[src/rtl/ps2_keys_pkg.sv]
// ps2_keys_pkg: scancode constants, heading encoding and prefix-FSM state type
// shared by the PS/2 direction decoder and its turn queue.
`default_nettype none

package ps2_keys_pkg;

  // Prefix bytes
  localparam logic [7:0] SC_EXT         = 8'hE0;
  localparam logic [7:0] SC_BRK         = 8'hF0;

  // Extended arrow keys
  localparam logic [7:0] SC_ARROW_UP    = 8'h75;
  localparam logic [7:0] SC_ARROW_RIGHT = 8'h74;
  localparam logic [7:0] SC_ARROW_DOWN  = 8'h72;
  localparam logic [7:0] SC_ARROW_LEFT  = 8'h6B;

  // WASD, space and escape (non-extended)
  localparam logic [7:0] SC_W           = 8'h1D;
  localparam logic [7:0] SC_D           = 8'h23;
  localparam logic [7:0] SC_S           = 8'h1B;
  localparam logic [7:0] SC_A           = 8'h1C;
  localparam logic [7:0] SC_SPACE       = 8'h29;
  localparam logic [7:0] SC_ESC         = 8'h76;

  localparam logic [1:0] DIR_UP         = 2'b00;
  localparam logic [1:0] DIR_RIGHT      = 2'b01;
  localparam logic [1:0] DIR_DOWN       = 2'b10;
  localparam logic [1:0] DIR_LEFT       = 2'b11;

  typedef enum logic [1:0] {
    ST_IDLE    = 2'd0,
    ST_EXT     = 2'd1,
    ST_BRK     = 2'd2,
    ST_EXT_BRK = 2'd3
  } prefix_state_t;

  // Opposite headings differ only in the upper bit.
  function automatic logic [1:0] opposite_dir(input logic [1:0] h);
    return h ^ 2'b10;
  endfunction

endpackage

`default_nettype wire

[src/rtl/dir_fifo.sv]
// dir_fifo: 2-entry, 2-bit-wide turn queue with flush; head is the oldest
// entry, tail the newest. A push onto a full queue only lands with a pop.
`default_nettype none

module dir_fifo (
  input  logic       clk,
  input  logic       rst_n,
  input  logic       flush,
  input  logic       push,
  input  logic       pop,
  input  logic [1:0] push_data,
  output logic [1:0] head,
  output logic [1:0] tail,
  output logic [1:0] count
);

  logic [1:0] entry0;
  logic [1:0] entry1;
  logic [1:0] count_r;
  logic       do_pop;

  assign do_pop = pop && (count_r != 2'd0);

  always_ff @(posedge clk) begin
    if (!rst_n) begin
      count_r <= 2'd0;
      entry0  <= 2'd0;
      entry1  <= 2'd0;
    end else if (flush) begin
      count_r <= 2'd0;
    end else begin
      case ({push, do_pop})
        2'b10: begin
          if (count_r == 2'd0) begin
            entry0  <= push_data;
            count_r <= 2'd1;
          end else if (count_r == 2'd1) begin
            entry1  <= push_data;
            count_r <= 2'd2;
          end
        end
        2'b01: begin
          entry0  <= entry1;
          count_r <= count_r - 2'd1;
        end
        2'b11: begin
          // Occupancy is unchanged; the new entry takes the freed slot.
          if (count_r == 2'd1) begin
            entry0 <= push_data;
          end else begin
            entry0 <= entry1;
            entry1 <= push_data;
          end
        end
        default: ;
      endcase
    end
  end

  assign head  = entry0;
  assign tail  = (count_r == 2'd2) ? entry1 : entry0;
  assign count = count_r;

endmodule

`default_nettype wire

[src/rtl/ps2_dir_decoder.sv]
// ps2_dir_decoder: PS/2 scancode prefix decoding, arrow/WASD heading mapping
// with no-reversal turn queue, pause toggle and restart strobe for Snake.
`default_nettype none

module ps2_dir_decoder
  import ps2_keys_pkg::*;
(
  input  logic       clk,
  input  logic       rst_n,
  input  logic       code_valid,
  input  logic [7:0] code,
  input  logic       game_tick,
  output logic [1:0] dir,
  output logic       dir_changed,
  output logic       paused,
  output logic       restart,
  output logic [1:0] q_count
);

  prefix_state_t state;
  logic          space_held;

  logic       ext_flag;
  logic       brk_flag;
  logic       final_byte;
  logic       is_make;
  logic       turn_valid;
  logic [1:0] turn_dir;
  logic       esc_make;
  logic       space_make;
  logic       space_break;
  logic [1:0] ref_dir;
  logic       turn_ok;
  logic       pop_req;
  logic       push_req;
  logic [1:0] q_head;
  logic [1:0] q_tail;

  always_comb begin
    ext_flag    = (state == ST_EXT) || (state == ST_EXT_BRK);
    brk_flag    = (state == ST_BRK) || (state == ST_EXT_BRK);
    final_byte  = code_valid && (code != SC_EXT) && (code != SC_BRK);
    is_make     = final_byte && !brk_flag;
    turn_valid  = 1'b0;
    turn_dir    = DIR_UP;
    if (is_make) begin
      if (ext_flag) begin
        case (code)
          SC_ARROW_UP:    begin turn_valid = 1'b1; turn_dir = DIR_UP;    end
          SC_ARROW_RIGHT: begin turn_valid = 1'b1; turn_dir = DIR_RIGHT; end
          SC_ARROW_DOWN:  begin turn_valid = 1'b1; turn_dir = DIR_DOWN;  end
          SC_ARROW_LEFT:  begin turn_valid = 1'b1; turn_dir = DIR_LEFT;  end
          default: ;
        endcase
      end else begin
        case (code)
          SC_W: begin turn_valid = 1'b1; turn_dir = DIR_UP;    end
          SC_D: begin turn_valid = 1'b1; turn_dir = DIR_RIGHT; end
          SC_S: begin turn_valid = 1'b1; turn_dir = DIR_DOWN;  end
          SC_A: begin turn_valid = 1'b1; turn_dir = DIR_LEFT;  end
          default: ;
        endcase
      end
    end
    esc_make    = is_make && !ext_flag && (code == SC_ESC);
    space_make  = is_make && !ext_flag && (code == SC_SPACE);
    space_break = final_byte && brk_flag && !ext_flag && (code == SC_SPACE);

    // Reversal is judged against the heading the snake will have once
    // everything already queued has been applied.
    ref_dir  = (q_count != 2'd0) ? q_tail : dir;
    turn_ok  = turn_valid && (turn_dir != ref_dir) && (turn_dir != opposite_dir(ref_dir));
    pop_req  = game_tick && (q_count != 2'd0) && !esc_make;
    push_req = turn_ok && ((q_count != 2'd2) || pop_req) && !esc_make;
  end

  dir_fifo u_dir_fifo (
    .clk       (clk),
    .rst_n     (rst_n),
    .flush     (esc_make),
    .push      (push_req),
    .pop       (pop_req),
    .push_data (turn_dir),
    .head      (q_head),
    .tail      (q_tail),
    .count     (q_count)
  );

  always_ff @(posedge clk) begin
    if (!rst_n) begin
      state       <= ST_IDLE;
      dir         <= DIR_RIGHT;
      dir_changed <= 1'b0;
      paused      <= 1'b0;
      restart     <= 1'b0;
      space_held  <= 1'b0;
    end else begin
      restart     <= esc_make;
      dir_changed <= pop_req;
      if (esc_make) begin
        dir <= DIR_RIGHT;
      end else if (pop_req) begin
        dir <= q_head;
      end

      if (esc_make) begin
        paused     <= 1'b0;
        space_held <= 1'b0;
      end else if (space_make) begin
        if (!space_held) paused <= !paused;
        space_held <= 1'b1;
      end else if (space_break) begin
        space_held <= 1'b0;
      end

      if (code_valid) begin
        if (code == SC_EXT) begin
          state <= ST_EXT;
        end else if (code == SC_BRK) begin
          case (state)
            ST_IDLE: state <= ST_BRK;
            ST_EXT:  state <= ST_EXT_BRK;
            default: state <= state;
          endcase
        end else begin
          state <= ST_IDLE;
        end
      end
    end
  end

endmodule

`default_nettype wire

[config.mk]
export PLATFORM = sky130hd
export DESIGN_NAME = ps2_dir_decoder
export DESIGN_NICKNAME = d
export VERILOG_FILES = /design/src/rtl/ps2_keys_pkg.sv /design/src/rtl/dir_fifo.sv /design/src/rtl/ps2_dir_decoder.sv
export SDC_FILE = /design/constraint.sdc
export NUM_CORES = 1
export LEC_CHECK = 0
export CAP_MARGIN = 20
export CELL_PAD_IN_SITES_DETAIL_PLACEMENT = 0
export CELL_PAD_IN_SITES_GLOBAL_PLACEMENT = 1
export CORE_MARGIN = 3
export CORE_UTILIZATION = 43
export CTS_BUF_LIST = sky130_fd_sc_hd__clkbuf_2 sky130_fd_sc_hd__clkbuf_4 sky130_fd_sc_hd__clkbuf_8
export CTS_CLUSTER_SIZE = 30
export DETAILED_ROUTE_END_ITERATION = 8
export GPL_ROUTABILITY_DRIVEN = 0
export PLACE_DENSITY = 0.87
export RECOVER_POWER = 50
export SYNTH_ARGS = -nofsm -noshare
export SYNTH_HDL_FRONTEND = slang
export SYNTH_SLANG_ARGS = --single-unit
[constraint.sdc]
create_clock -name clk -period 8.1 [get_ports clk]
set_input_delay 1.215 -clock clk [delete_from_list [all_inputs] [get_ports clk]]
set_output_delay 1.215 -clock clk [all_outputs]
set_load 0.01 [all_outputs]
# Word-level counts from Yosys, hierarchy flattened
# Cells that the tools add are included.
[totals]
out_inout_bits = 7
input_bits = 12
wordCells = 106
memories = 0
romBits = 0
latchBits = 0
register_bits = 14
mem_bits_rw = 0
[op_classes]
add_sub_neg = 1
eq_ne = 30
bitwise = 4
n_lt_le_gt_ge = 0
mul = 0
n_reduce_logical = 38
n_shift = 0
div_mod_pow = 0
muxes = 24
[op_table]
columns = ["cell", "count"]
rows = [
  ["$eq 8x7->1 const B", 5],
  ["$eq 8x5->1 const B", 3],
  ["$mux 2", 12],
  ["$pmux 2 s3", 3],
  ["$eq 8x6->1 const B", 2],
  ["$eq 8x8->1 const B", 2],
  ["$logic_and 1x1->1", 16],
  ["$ne 8x8->1 const B", 2],
  ["$pmux 2 s2", 3],
  ["$eq 2x2->1 const B", 5],
  ["$reduce_bool 2->1", 4],
  ["$reduce_or 4->1", 2],
  ["$eq 2x1->1 const B", 3],
  ["$mux 1", 6],
  ["$ne 2x2->1 const B", 3],
  ["$reduce_and 2->1", 3],
  ["$logic_not 1->1", 4],
  ["$logic_not 2->1", 2],
  ["$ne 2x2->1", 2],
  ["$ne 4x3->1 const B", 1],
  ["$not 1->1", 4],
  ["$reduce_and 4->1", 1],
  ["$logic_or 1x1->1", 3],
  ["$ne 3x1->1 const B", 1],
  ["5 further kinds", 5],
]

# Depth between registers and ports, before layout
# Gate-level depths: netlist (run 1).
[depth]
ltp_word = 14
ltp_mapped = 14
depth_no_buf = 14

# By module
# A second synthesis (run 1) with hierarchy kept.
[hier_totals]
cells_unflattened = 125
hier_area_um2 = 1047.3
[modules_own_cells]
columns = ["module", "area_per_inst_um2", "cells_per_inst", "n_inst", "seq_area_each_um2"]
rows = [
  ["ps2_dir_decoder", 634.4, 76, 1, 160.2],
  ["dir_fifo", 412.9, 49, 1, 120.1],
]

# Least setup slack after synthesis (run 1)
# Ideal clock, no wire load.
[synth_timing]
path_kind = "input to register"
startpoint = "input code[6]"
endpoint = "register u_dir_fifo.entry1[1]"
path_slack_ps = 4442
n_path_buf = 1
setup_ps = 70
stages = 13
required_time_ps = 8030
arrival_ps = 3588
path_cell_list = "buf_6 nor4b_4 o211ai_1 a2111o_1 nor2_1 and2_1 ha_1 nor2b_1 a21oi_1 o2bb2ai_1 nand2_1 or3_1 a21oi_1"
[synth_via]
elab_chain_len = 14
word_cells_on_any_way = 47
cone_classes = "17 x eq/ne; 12 x mux; 1 x bitwise; 17 x reduce/logical"
[synth_lines]
columns = ["item", "line_no", "source"]
rows = [
  ["from (decl)", "ps2_dir_decoder.sv:11", "input logic [7:0] code,"],
  ["parallel branches: the longest is 14 deep, another holds $eq 8x5->1", "--", ""],
  ["to (signal assigned)", "dir_fifo.sv:38", "entry1 <= push_data;"],
  ["to (signal assigned)", "dir_fifo.sv:52", "entry1 <= push_data;"],
  ["to (decl)", "dir_fifo.sv:18", "logic [1:0] entry1;"],
]
# Several ways; the timed one is not identified. The select of a mux whose other input is x is not followed.
# A chain may end at the register's enable or synchronous reset.

# Worst setup path after layout (run 1)
[layout_timing]
startpoint = "input code[4]"
endpoint = "register u_dir_fifo.entry1[1]"
# Same word-level chain as after synthesis.

==> results of run 1 <==
==> routing by layer <==
layer | routed length [µm] | vias to the layer above | GRT usage [%] | part of all wire (%)
li1 | - | 516 | - | -
met1 | 1170 | 485 | 22.5 | 48
met2 | 1130 | 18 | 28.0 | 46
met3 | 112 | 5 | 4.64 | 4.6
met4 | 31 | 0 | 5.08 | 1.3
met5 | 0 | - | 0 | 0
==> final cells by class <==
type / instances / area, µm²
clock buffers: 3 / 22.5
multi-input cells: 104 / 731
inverters: 10 / 37.5
well taps: 28 / 35.0
fillers: 230 / 990
repair buffers: 18 / 180
flip-flops and latches: 14 / 280
==> worst min-delay path by stage <==
stage                                                 start                                end  slack (ns)  depth (start not counted)
after floorplan                       state[1]$_SDFFE_PN0P_              state[1]$_SDFFE_PN0P_        0.43                          2
after global placement                state[1]$_SDFFE_PN0P_              state[1]$_SDFFE_PN0P_        0.44                          2
after detailed placement  u_dir_fifo.entry1[1]$_SDFFE_PN0P_  u_dir_fifo.entry1[1]$_SDFFE_PN0P_        0.45                          2
after CTS                             state[1]$_SDFFE_PN0P_              state[1]$_SDFFE_PN0P_        0.46                          2
after global routing                  state[1]$_SDFFE_PN0P_              state[1]$_SDFFE_PN0P_        0.49                          2
final                                 state[1]$_SDFFE_PN0P_              state[1]$_SDFFE_PN0P_        0.46                          2
==> cell families (layout without fill, tap and decap cells) <==
family,after synthesis,after routing,share of synthesized area (%)
xor gates and xnor gates,1,1,0.819
DFF,14,14,26.2
buffers and inverters,12,31,5.03
and+or+nand+nor,61,61,34.7
muxes,6,6,5.73
adders and majority gates,6,6,7.02
AOI/OAI and AO/OA,30,30,20.5
==> flip-flops by register name, indices dropped and copies added (netlist names) <==
register and flops:
u_dir_fifo.count 2, dir_changed 1, state 2, dir 2
restart 1, u_dir_fifo.head 2, u_dir_fifo.entry1 2, paused 1
space_held 1
==> worst reg2reg max path: stages, from the launching register on <==
cell and delay (ns):
dfxtp_1 0.40, inv_1 0.08, ha_1 0.29, nand2b_1 0.26, and2_1 0.21, a2111o_1 0.41, nor2_1 0.09, and2_1 0.18
ha_1 0.21, nor2b_1 0.29, a21oi_1 0.07, o2bb2ai_1 0.21, nand2_1 0.11, or3_1 0.36, a21oi_1 0.14
==> Yosys cell counts (2+ instances only) <==
master    number  area (µm²)
a21oi_1        9        45.0
a41oi_1        2        17.5
and2_1         2        12.5
and2b_1        2        15.0
and3b_1        4        35.0
dfxtp_1       14         280
ha_1           6        75.1
inv_1         10        37.5
mux2i_1        5        50.1
nand2_1       14        52.6
nand2b_1       2        12.5
nand3_1        5        25.0
nand4_1        3        18.8
nor2_1        10        37.5
nor2b_1        3        18.8
nor3_1         2        10.0
nor3b_1        3        22.5
o211ai_1       2        15.0
o21ai_0        5        25.0
or3_1          3        18.8
==> power by group through the flow <==
| stage | clock network [mW] | logic (mW) | registers [mW] |
|---|---|---|---|
| after floorplan | 0 | 0.0217 | 0.0737 |
| after global placement | 0 | 0.0364 | 0.0734 |
| after detailed placement | 0 | 0.0370 | 0.0734 |
| after CTS | 0.0420 | 0.0371 | 0.0718 |
| after global routing | 0.0441 | 0.0402 | 0.0722 |
| final | 0.0404 | 0.0363 | 0.0717 |
==> placed cells by master, fill, tap and decap left out, types with 4 or more instances in the layout <==
master | netlist | layout
nor2_1 | 10 | 10
inv_1 | 10 | 10
dfxtp_1 | 14 | 14
mux2i_1 | 5 | 5
clkdlybuf4s50_1 | 0 | 9
o21ai_0 | 5 | 5
nand3_1 | 5 | 5
nand2_1 | 14 | 14
nor3b_1 | 3 | 4
and3b_1 | 4 | 4
dlygate4sd3_1 | 0 | 9
a21oi_1 | 9 | 9
ha_1 | 6 | 6
==> metrics by stage <==
step	cell area [µm²]	cells
6_report	1290	177
2_1_floorplan	1070	130
5_1_grt	1290	177
3_5_place_dp	1270	174
4_1_cts	1290	177
3_3_place_gp	1270	174
==> metrics.md, run 1 <==
| Metric | Value |
|---|---|
| Critical path's top delay family | simple AND/OR/NAND/NOR gates |
| Logic gate share of total power | 24.4% |
| Crit Path Class | input pin to flop |
| Width of the die | 55.9 µm |
| Setup-failing EPs final | 0 |
| CTS Root Cell | clkbuf_4 |
| Leakage | 0.515 nW |
| Max Fclk | 0.235 GHz |
| Row cnt | 17 |
| CTS Hold Buffers Added | 0 |
| CTS sink cnt | 14 |
| Seq cells post-synth | 14 |
| Synthesized area | 0.00107 mm² |
| Ys async rst share | 0% |
| CP Max Fanout | 12 |
| Total power | 148 µW |
| Most used cell, CP | a21oi_1 |
| Syn Area/Cell | 8.23 µm² |
| Post-CTS Setup Bufs | 0 |
| Vias/cell | 5.79 |
| Syn Inst Count | 130 |
| Reg2Reg Depth | 14 |
| Total Die Area | 0.00312 mm² |
| Vias in the first global route | 975 |
| Status | completed |
| Sw frac | 29.8% |
| Gr usage total | 17.3% |
| Worst hold path type | flop to flop |
| Final Core Density | 56.5% |
| MaxCap Viol Count | 0 |
| Final Hold Fails | 0 |
| Signal arrival time at the worst endpoint | 4.47 ns |
| CP peak stage delay | 0.70 ns |
| WL/cell | 13.8 µm |
| Clock share of power | 27.2% |
| Layout area overhead | 20.2% |
| Post-place setup slack | 3.64 ns |
| Final routed DRC violation total | 0 |
| TritonCTS clock tree | yes |
| Crit path to | u_dir_fifo.entry1[1]$_SDFFE_PN0P_ |
| Slowest CP cell | dlygate4sd3_1 |
| Slew of the pin with the lowest slew margin | 0.461 ns |
| Post-DP HPWL | 1.89 mm |
| Total wire length | 2.44 mm |
| Layout cells sized above 1 | 6.71% |
| Main synth FF type | dfxtp_1 |
| Sequential share of power | 48.3% |
| Worst Setup Start Kind | input pin |
| Initial antenna violation count | 0 |
| 1st-iter DRT viols | 25 |
| Critical path cell sequence | dlygate4sd3_1 > nor4bb_1 > nand3_1 > a32oi_2 > xnor2_1 > and2_1 > ha_1 > nor2b_1 > a21oi_1 > o2bb2ai_1 > nand2_1 > or3_1 > a21oi_1 |
| Pin count of the biggest net entering global routing | 13 |
| Ys Warns | 0 |
| CORE AREA | 0.00228 mm² |
| Min setup slack post-route | 3.85 ns |
| Nets | 169 |
| ANT nets after route | 0 |
| Worst-path clk slew | 0.09 ns |
| RSZ-0062 raised after global routing | false |
| Synth unique cells | 44 |
| Worst setup path start | code[4] |
| Worst reg2reg startpoint | u_dir_fifo.count[0]$_SDFFE_PP0P_ |
| Seq/Total Area, Yosys | 26.2% |
| Iteration count of the initial detailed-routing pass | 4 |
| Data required, critical path | 8.32 ns |
| Post-Syn Nets | 148 |
| Fin Hold WS | 0.459 ns |
| Worst Clk Skew | 0.00831 ns |
| Die Ht | 55.9 µm |
| Port bufs | 18 |
| Initial Util | 47.0% |
| Maximum root-to-sink buffer count | 2 |
| Slew Limit Fails | 0 |
| # resized after CTS | 0 |
| Buf/Inv on CP | 1 |
| Power Density | 115 mW/mm² |
| Worst r2r dst | u_dir_fifo.entry1[1]$_SDFFE_PN0P_ |
| Via count | 1024 |
| Clock latency on the worst-skew pair | 0.28 ns |
| TNS Setup | 0 ns |
| Nature of the critical path endpoint | flop |
| Final worst path period need | 4.25 ns |
| CTS buffer count | 3 |
| Post-route clock period utilization | 52.5% |
| CTS H-tree depth | 1 |
| Max-slew headroom | 69.0% |
| CP Depth | 13 |
| R2r setup slk | 4.73 ns |
| First-pass GRT wire length | 4.46 mm |
| Post-synth EDFFs | 0 |
| Peak supply drop | 0.105 mV |
| N_diodes | 0 |
| Switching power | 44.2 µW |
| I/O pin cnt | 19 |
| P_int | 104 µW |
| Total grt overflow | 0 |
No activity file was read; power rests on OpenSTA's default activity.
==> run 2: changes to the inputs <==
--- a/config.mk
+++ b/config.mk
@@ -9,12 +9,12 @@
 export CELL_PAD_IN_SITES_DETAIL_PLACEMENT = 0
 export CELL_PAD_IN_SITES_GLOBAL_PLACEMENT = 1
 export CORE_MARGIN = 3
-export CORE_UTILIZATION = 43
+export CORE_UTILIZATION = 36
 export CTS_BUF_LIST = sky130_fd_sc_hd__clkbuf_2 sky130_fd_sc_hd__clkbuf_4 sky130_fd_sc_hd__clkbuf_8
 export CTS_CLUSTER_SIZE = 30
 export DETAILED_ROUTE_END_ITERATION = 8
 export GPL_ROUTABILITY_DRIVEN = 0
-export PLACE_DENSITY = 0.87
+export PLACE_DENSITY = 0.77
 export RECOVER_POWER = 50
 export SYNTH_ARGS = -nofsm -noshare
 export SYNTH_HDL_FRONTEND = slang
==> constraint.sdc (replaced) <==
create_clock -name clk -period 3.8 [get_ports clk]
set_input_delay 0.57 -clock clk [delete_from_list [all_inputs] [get_ports clk]]
set_output_delay 0.57 -clock clk [all_outputs]
set_load 0.01 [all_outputs]
==> run 2 against run 1 <==
Sequential power increased by 110%. Total power increased by 130%. Cell count increased by 4.0%. Routed wire length increased by 4.4%. Largest cell class unchanged.
==> metrics.md, run 2 (same netlist as run 1, synthesis figures left out) <==
| Metric | Value |
|---|---|
| Layout area overhead | 23.9% |
| I/O pin cnt | 19 (unchanged) |
| Busiest grt layer | met2 |
| Most frequent cells in the layout | nand2_1, dfxtp_1, clkdlybuf4s50_1, inv_1, nor2_1 |
| Slew Limit Fails | 0 (unchanged) |
| Power Density | 256 mW/mm² (+120%) |
| 1st-iter DRT viols | 50 (+100%) |
| Post-place setup slack | -0.0268 ns (-3.67 ns) |
| TNS Setup | 0 ns (unchanged) |
| Area after DPL | 0.00129 mm² (+2.1%) |
| Min setup slack post-route | 0.319 ns (-3.53 ns) |
| Maximum root-to-sink buffer count | 2 (unchanged) |
| Final worst path period need | 3.48 ns |
| Vias in the first global route | 990 (+1.5%) |
| Worst hold path type | flop to flop |
| Via count | 1007 (-1.7%) |
| Setup-failing EPs final | 0 (unchanged) |
| Post-DP HPWL | 2.04 mm (+8.4%) |
| Total Die Area | 0.00366 mm² (+17%) |
| Worst Setup Start Kind | input pin |
| Layout cells sized above 1 | 9.15% (+2.4 points) |
| Final Core Density | 47.2% (-9.3 points) |
| Max Fclk | 0.287 GHz |
| R2r setup slk | 0.50 ns (-4.23 ns) |
| Vias/cell | 5.47 (-5.4%) |
| Port bufs | 18 (unchanged) |
| ANT nets after route | 0 (unchanged) |
| Peak supply drop | 0.178 mV (+68%) |
| # resized after CTS | 0 (unchanged) |
| Data required, critical path | 4.01 ns (-4.31 ns) |
| CTS H-tree depth | 1 (unchanged) |
| Met3 usage | 1.70% (-2.9 points) |
| CP Max Fanout | 9 (-3) |
| CTS buffer count | 3 (unchanged) |
| N_diodes | 0 (unchanged) |
| Leakage | 0.529 nW (+2.8%) |
| Iteration count of the initial detailed-routing pass | 4 (unchanged) |
| Final Hold Fails | 0 (unchanged) |
| Post-CTS Setup Bufs | 0 (unchanged) |
| Worst Clk Skew | 0.00357 ns (-0.00474 ns) |
| Finished Cell Area | 0.00133 mm² (+3.0%) |
| MaxCap Viol Count | 0 (unchanged) |
| Post-route clock period utilization | 91.6% |
| Nature of the critical path endpoint | flop |
| Die Ht | 60.5 µm (+8.3%) |
| Signal arrival time at the worst endpoint | 3.69 ns (-0.78 ns) |
| GR Util met1 | 17.9% (-4.6 points) |
| Pin count of the biggest net entering global routing | 10 (-3) |
| RSZ-0062 raised after global routing | false |
| First-pass GRT wire length | 4.11 mm (-7.9%) |
| Width of the die | 60.5 µm (+8.3%) |
| Status | completed |
| Slew of the pin with the lowest slew margin | 0.508 ns (+0.0470 ns) |
| CTS Hold Buffers Added | 0 (unchanged) |
| Finished Layout Cells | 184 (+4.0%) |
| CTS Root Cell | clkbuf_4 |
| Crit Path Class | input pin to flop |
| Fin Hold WS | 0.456 ns (-0.00252 ns) |
| Max-slew headroom | 65.7% (-3.3 points) |
| Met2 Use GR | 25.0% (-3.0 points) |
| Initial antenna violation count | 0 (unchanged) |
| Clock latency on the worst-skew pair | 0.28 ns (about the same) |
| Total grt overflow | 0 (unchanged) |
| Initial Util | 38.1% (-8.9 points) |
| Worst-path clk slew | 0.08 ns (about the same) |
| CORE AREA | 0.00281 mm² (+23%) |
| Final routed DRC violation total | 0 (unchanged) |
| CTS sink cnt | 14 (unchanged) |
| WL/cell | 13.8 µm (+0.42%) |
| Gr usage total | 14.7% (-2.6 points) |
| TritonCTS clock tree | yes |
| Nets | 172 (+1.8%) |
| Total wire length | 2.54 mm (+4.4%) |
| Total power | 339 µW (+130%) |
| Row cnt | 19 (+2) |
| DP Cell Count | 180 (+3.4%) |
[run 2: final cells by class]
cell class | instances | area, µm²
multi-input combinational | 104 | 733
clock buffer | 4 | 36.3
fill | 295 | 1480
timing repair buffer | 21 | 199
tap | 31 | 38.8
sequential | 14 | 280
inverter | 10 | 37.5
[run 2: where the power goes]
group | internal [mW] | switching, mW | leakage (nW)
logic | 0.0377 | 0.0424 | 0.395
registers | 0.150 | 0.00319 | 0.113
clock network | 0.0583 | 0.0476 | 0.0210
total | 0.246 | 0.0932 | 0.529
[run 2: worst max-delay path, stage by stage]
cell	delay [ns]
clkdlybuf4s50_1	0.65
nor4bb_1	0.34
nand3_1	0.13
a32oi_2	0.30
xnor2_1	0.18
and2_1	0.22
ha_1	0.21
nor2b_2	0.22
a21oi_1	0.06
o2bb2ai_1	0.19
nand2_1	0.11
or3_1	0.36
a21oi_1	0.15
[run 2: final timing paths]
| path | start | to | cells after the start |
|---|---|---|---|
| min | state[1]$_SDFFE_PN0P_ | state[1]$_SDFFE_PN0P_ | 2 |
| max | code[6] | u_dir_fifo.entry1[1]$_SDFFE_PN0P_ | 13 |
| min reg2reg | state[1]$_SDFFE_PN0P_ | state[1]$_SDFFE_PN0P_ | 2 |
| max reg2reg | u_dir_fifo.count[0]$_SDFFE_PP0P_ | u_dir_fifo.entry1[1]$_SDFFE_PN0P_ | 14 |
[run 2: routing by layer]
metal / routed length [µm] / up-vias / part of all wire, %
met3: 69 / 7 / 2.7
met2: 1180 / 21 / 46
met5: 0 / - / 0
met1: 1230 / 458 / 49
met4: 63 / 0 / 2.5
li1: - / 521 / -
==> run 3: changes to the inputs <==
--- a/config.mk
+++ b/config.mk
@@ -10,8 +10,7 @@
 export CELL_PAD_IN_SITES_GLOBAL_PLACEMENT = 1
 export CORE_MARGIN = 3
 export CORE_UTILIZATION = 36
-export CTS_BUF_LIST = sky130_fd_sc_hd__clkbuf_2 sky130_fd_sc_hd__clkbuf_4 sky130_fd_sc_hd__clkbuf_8
-export CTS_CLUSTER_SIZE = 30
+export CTS_BUF_LIST = sky130_fd_sc_hd__clkbuf_4
 export DETAILED_ROUTE_END_ITERATION = 8
 export GPL_ROUTABILITY_DRIVEN = 0
 export PLACE_DENSITY = 0.77
==> run 3 against run 2 <==
Global-route usage fell by 0.13 points. Combinational power barely moved. Non-clock buffer count did not move. First-iteration DRC count rose by 26%. Cell count did not move. Die area did not move. Design area fell by 0.76%. Sequential power barely moved. Clock-buffer cell count fell by 1. Maximum frequency fell by 0.11%. Worst hold slack did not move.
==> metrics.md, run 3 (same netlist as run 1, synthesis figures left out) <==
| Metric | Value |
|---|---|
| Status | completed |
| Worst-path clk slew | 0.08 ns (about the same) |
| Slew of the pin with the lowest slew margin | 0.508 ns (unchanged) |
| CTS buffer count | 3 (unchanged) |
| Nature of the critical path endpoint | flop |
| Row cnt | 19 (unchanged) |
| Nets | 172 (unchanged) |
| Total grt overflow | 0 (unchanged) |
| Slew Limit Fails | 0 (unchanged) |
| Layout cells sized above 1 | 8.50% (-0.65 points) |
| Final Core Density | 46.9% (-0.36 points) |
| Signal arrival time at the worst endpoint | 3.70 ns (about the same) |
| 1st-iter DRT viols | 63 (+26%) |
| N_diodes | 0 (unchanged) |
| CORE AREA | 0.00281 mm² (unchanged) |
| Clock latency on the worst-skew pair | 0.27 ns (about the same) |
| Post-DP HPWL | 2.04 mm (unchanged) |
| Initial Util | 38.1% (unchanged) |
| Post-route clock period utilization | 91.7% (+0.11 points) |
| Gr usage total | 14.6% (-0.13 points) |
| Reg2Reg Depth | 14 (unchanged) |
| CTS H-tree depth | 1 (unchanged) |
| Post-place setup slack | -0.0268 ns (unchanged) |
| Worst Clk Skew | 0.00195 ns (-0.00163 ns) |
| Vias in the first global route | 990 (unchanged) |
| Final routed DRC violation total | 0 (unchanged) |
| ANT nets after route | 0 (unchanged) |
| I/O pin cnt | 19 (unchanged) |
| Worst hold path type | flop to flop |
| Max Fclk | 0.287 GHz (-0.11%) |
| Worst reg2reg startpoint | u_dir_fifo.count[0]$_SDFFE_PP0P_ |
| End of the worst hold path | state[1]$_SDFFE_PN0P_ |
| Total Die Area | 0.00366 mm² (unchanged) |
| Power Density | 241 mW/mm² (-5.6%) |
| Data required, critical path | 4.01 ns (about the same) |
| WL/cell | 13.8 µm (-0.28%) |
| Hold Startpoint | state[1]$_SDFFE_PN0P_ |
| Pin count of the biggest net entering global routing | 10 (unchanged) |
| Worst Setup Start Kind | input pin |
| R2r setup slk | 0.50 ns (about the same) |
| Worst r2r dst | u_dir_fifo.entry1[1]$_SDFFE_PN0P_ |
| Initial antenna violation count | 0 (unchanged) |
| WHS Path Cells | 2 (unchanged) |
| Setup-failing EPs final | 0 (unchanged) |
| Layout area overhead | 22.9% |
| Final worst path period need | 3.49 ns (+0.00401 ns) |
| MaxCap Viol Count | 0 (unchanged) |
| Total wire length | 2.54 mm (-0.28%) |
| CTS Hold Buffers Added | 0 (unchanged) |
| Crit Path Class | input pin to flop |
| Via count | 1007 (unchanged) |
| Peak supply drop | 0.177 mV (-0.44%) |
| Max-slew headroom | 65.7% (unchanged) |
| Iteration count of the initial detailed-routing pass | 4 (unchanged) |
| Die Ht | 60.5 µm (unchanged) |
| CTS Root Cell | clkbuf_4 |
| TritonCTS clock tree | yes |
| Port bufs | 18 (unchanged) |
| CP Max Fanout | 9 (unchanged) |
| TNS Setup | 0 ns (unchanged) |
| Min setup slack post-route | 0.315 ns (-0.00401 ns) |
| Fill cells | 295 (unchanged) |
| Leakage | 0.523 nW (-1.1%) |
| Final Hold Fails | 0 (unchanged) |
| Maximum root-to-sink buffer count | 2 (unchanged) |
| CTS sink cnt | 14 (unchanged) |
| Most frequent cells in the layout | nand2_1, dfxtp_1, clkdlybuf4s50_1, inv_1, nor2_1 |
| Vias/cell | 5.47 (unchanged) |
| RSZ-0062 raised after global routing | false |
| Width of the die | 60.5 µm (unchanged) |
| First-pass GRT wire length | 4.11 mm (-0.17%) |
run 3: worst max-delay path, cell delays in order:
cell and delay (ns):
clkdlybuf4s50_1 0.65, nor4bb_1 0.34, nand3_1 0.13, a32oi_2 0.30, xnor2_1 0.18, and2_1 0.22, ha_1 0.21, nor2b_2 0.22
a21oi_1 0.06, o2bb2ai_1 0.19, nand2_1 0.11, or3_1 0.36, a21oi_1 0.15
run 3: through the flow:
stage / power, mW / area [µm²] / instances / hold WS [ns]
4_1_cts: 0.322 / 1320 / 184 / 0.458
3_3_place_gp: 0.236 / 1290 / 180 / 0.436
2_1_floorplan: 0.203 / 1070 / 130 / 0.427
5_1_grt: 0.333 / 1320 / 184 / 0.509
6_report: 0.317 / 1320 / 184 / 0.456
3_5_place_dp: 0.237 / 1290 / 180 / 0.446
run 3: report_power, final:
| group | switching (mW) | internal, mW | total, mW |
|---|---|---|---|
| Combinational | 0.0424 | 0.0377 | 0.0801 |
| Clock | 0.0464 | 0.0381 | 0.0845 |
| Sequential | 0.00319 | 0.150 | 0.153 |
run 3: worst max path at each step:
stage / startpoint / end / slack (ns) / cells past startpoint
2_1_floorplan: u_dir_fifo.count[0]$_SDFFE_PP0P_ / u_dir_fifo.entry1[1]$_SDFFE_PN0P_ / 0.76 / 14
3_3_place_gp: code[3] / u_dir_fifo.entry1[1]$_SDFFE_PN0P_ / 0.1 / 13
3_5_place_dp: code[3] / u_dir_fifo.entry1[1]$_SDFFE_PN0P_ / -0.03 / 13
4_1_cts: code[3] / u_dir_fifo.entry1[1]$_SDFFE_PN0P_ / 0.25 / 13
5_1_grt: code[6] / u_dir_fifo.entry1[1]$_SDFFE_PN0P_ / 0.05 / 13
6_report: code[6] / u_dir_fifo.entry1[1]$_SDFFE_PN0P_ / 0.31 / 13
run 3: final cells by class:
cell class	instances	area (µm²)	area share, %
Clock buffer	3	22.5	1.71
Clock inverter	1	3.75	0.285
Inverter	10	37.5	2.85
Multi-Input combinational cell	104	733	55.8
Sequential cell	14	280	21.3
Tap cell	31	38.8	2.95
Timing Repair Buffer	21	199	15.1
run 3: timing repair:
action	4_1_cts	5_1_grt
hold endpoints to repair	0	0
setup buffers	0	0
resized for setup	0	1
endpoints found under the setup margin	0	1
run 3: per-layer routing:
layer  share of wire, %  wire length (µm)  up-vias  track usage, %
met5                  0                 0        -               0
met4                2.2                57        0            7.43
met3                2.7                69        7            1.70
met2                 46              1180       21            25.0
met1                 49              1230      458            17.9
li1                   -                 -      521               -
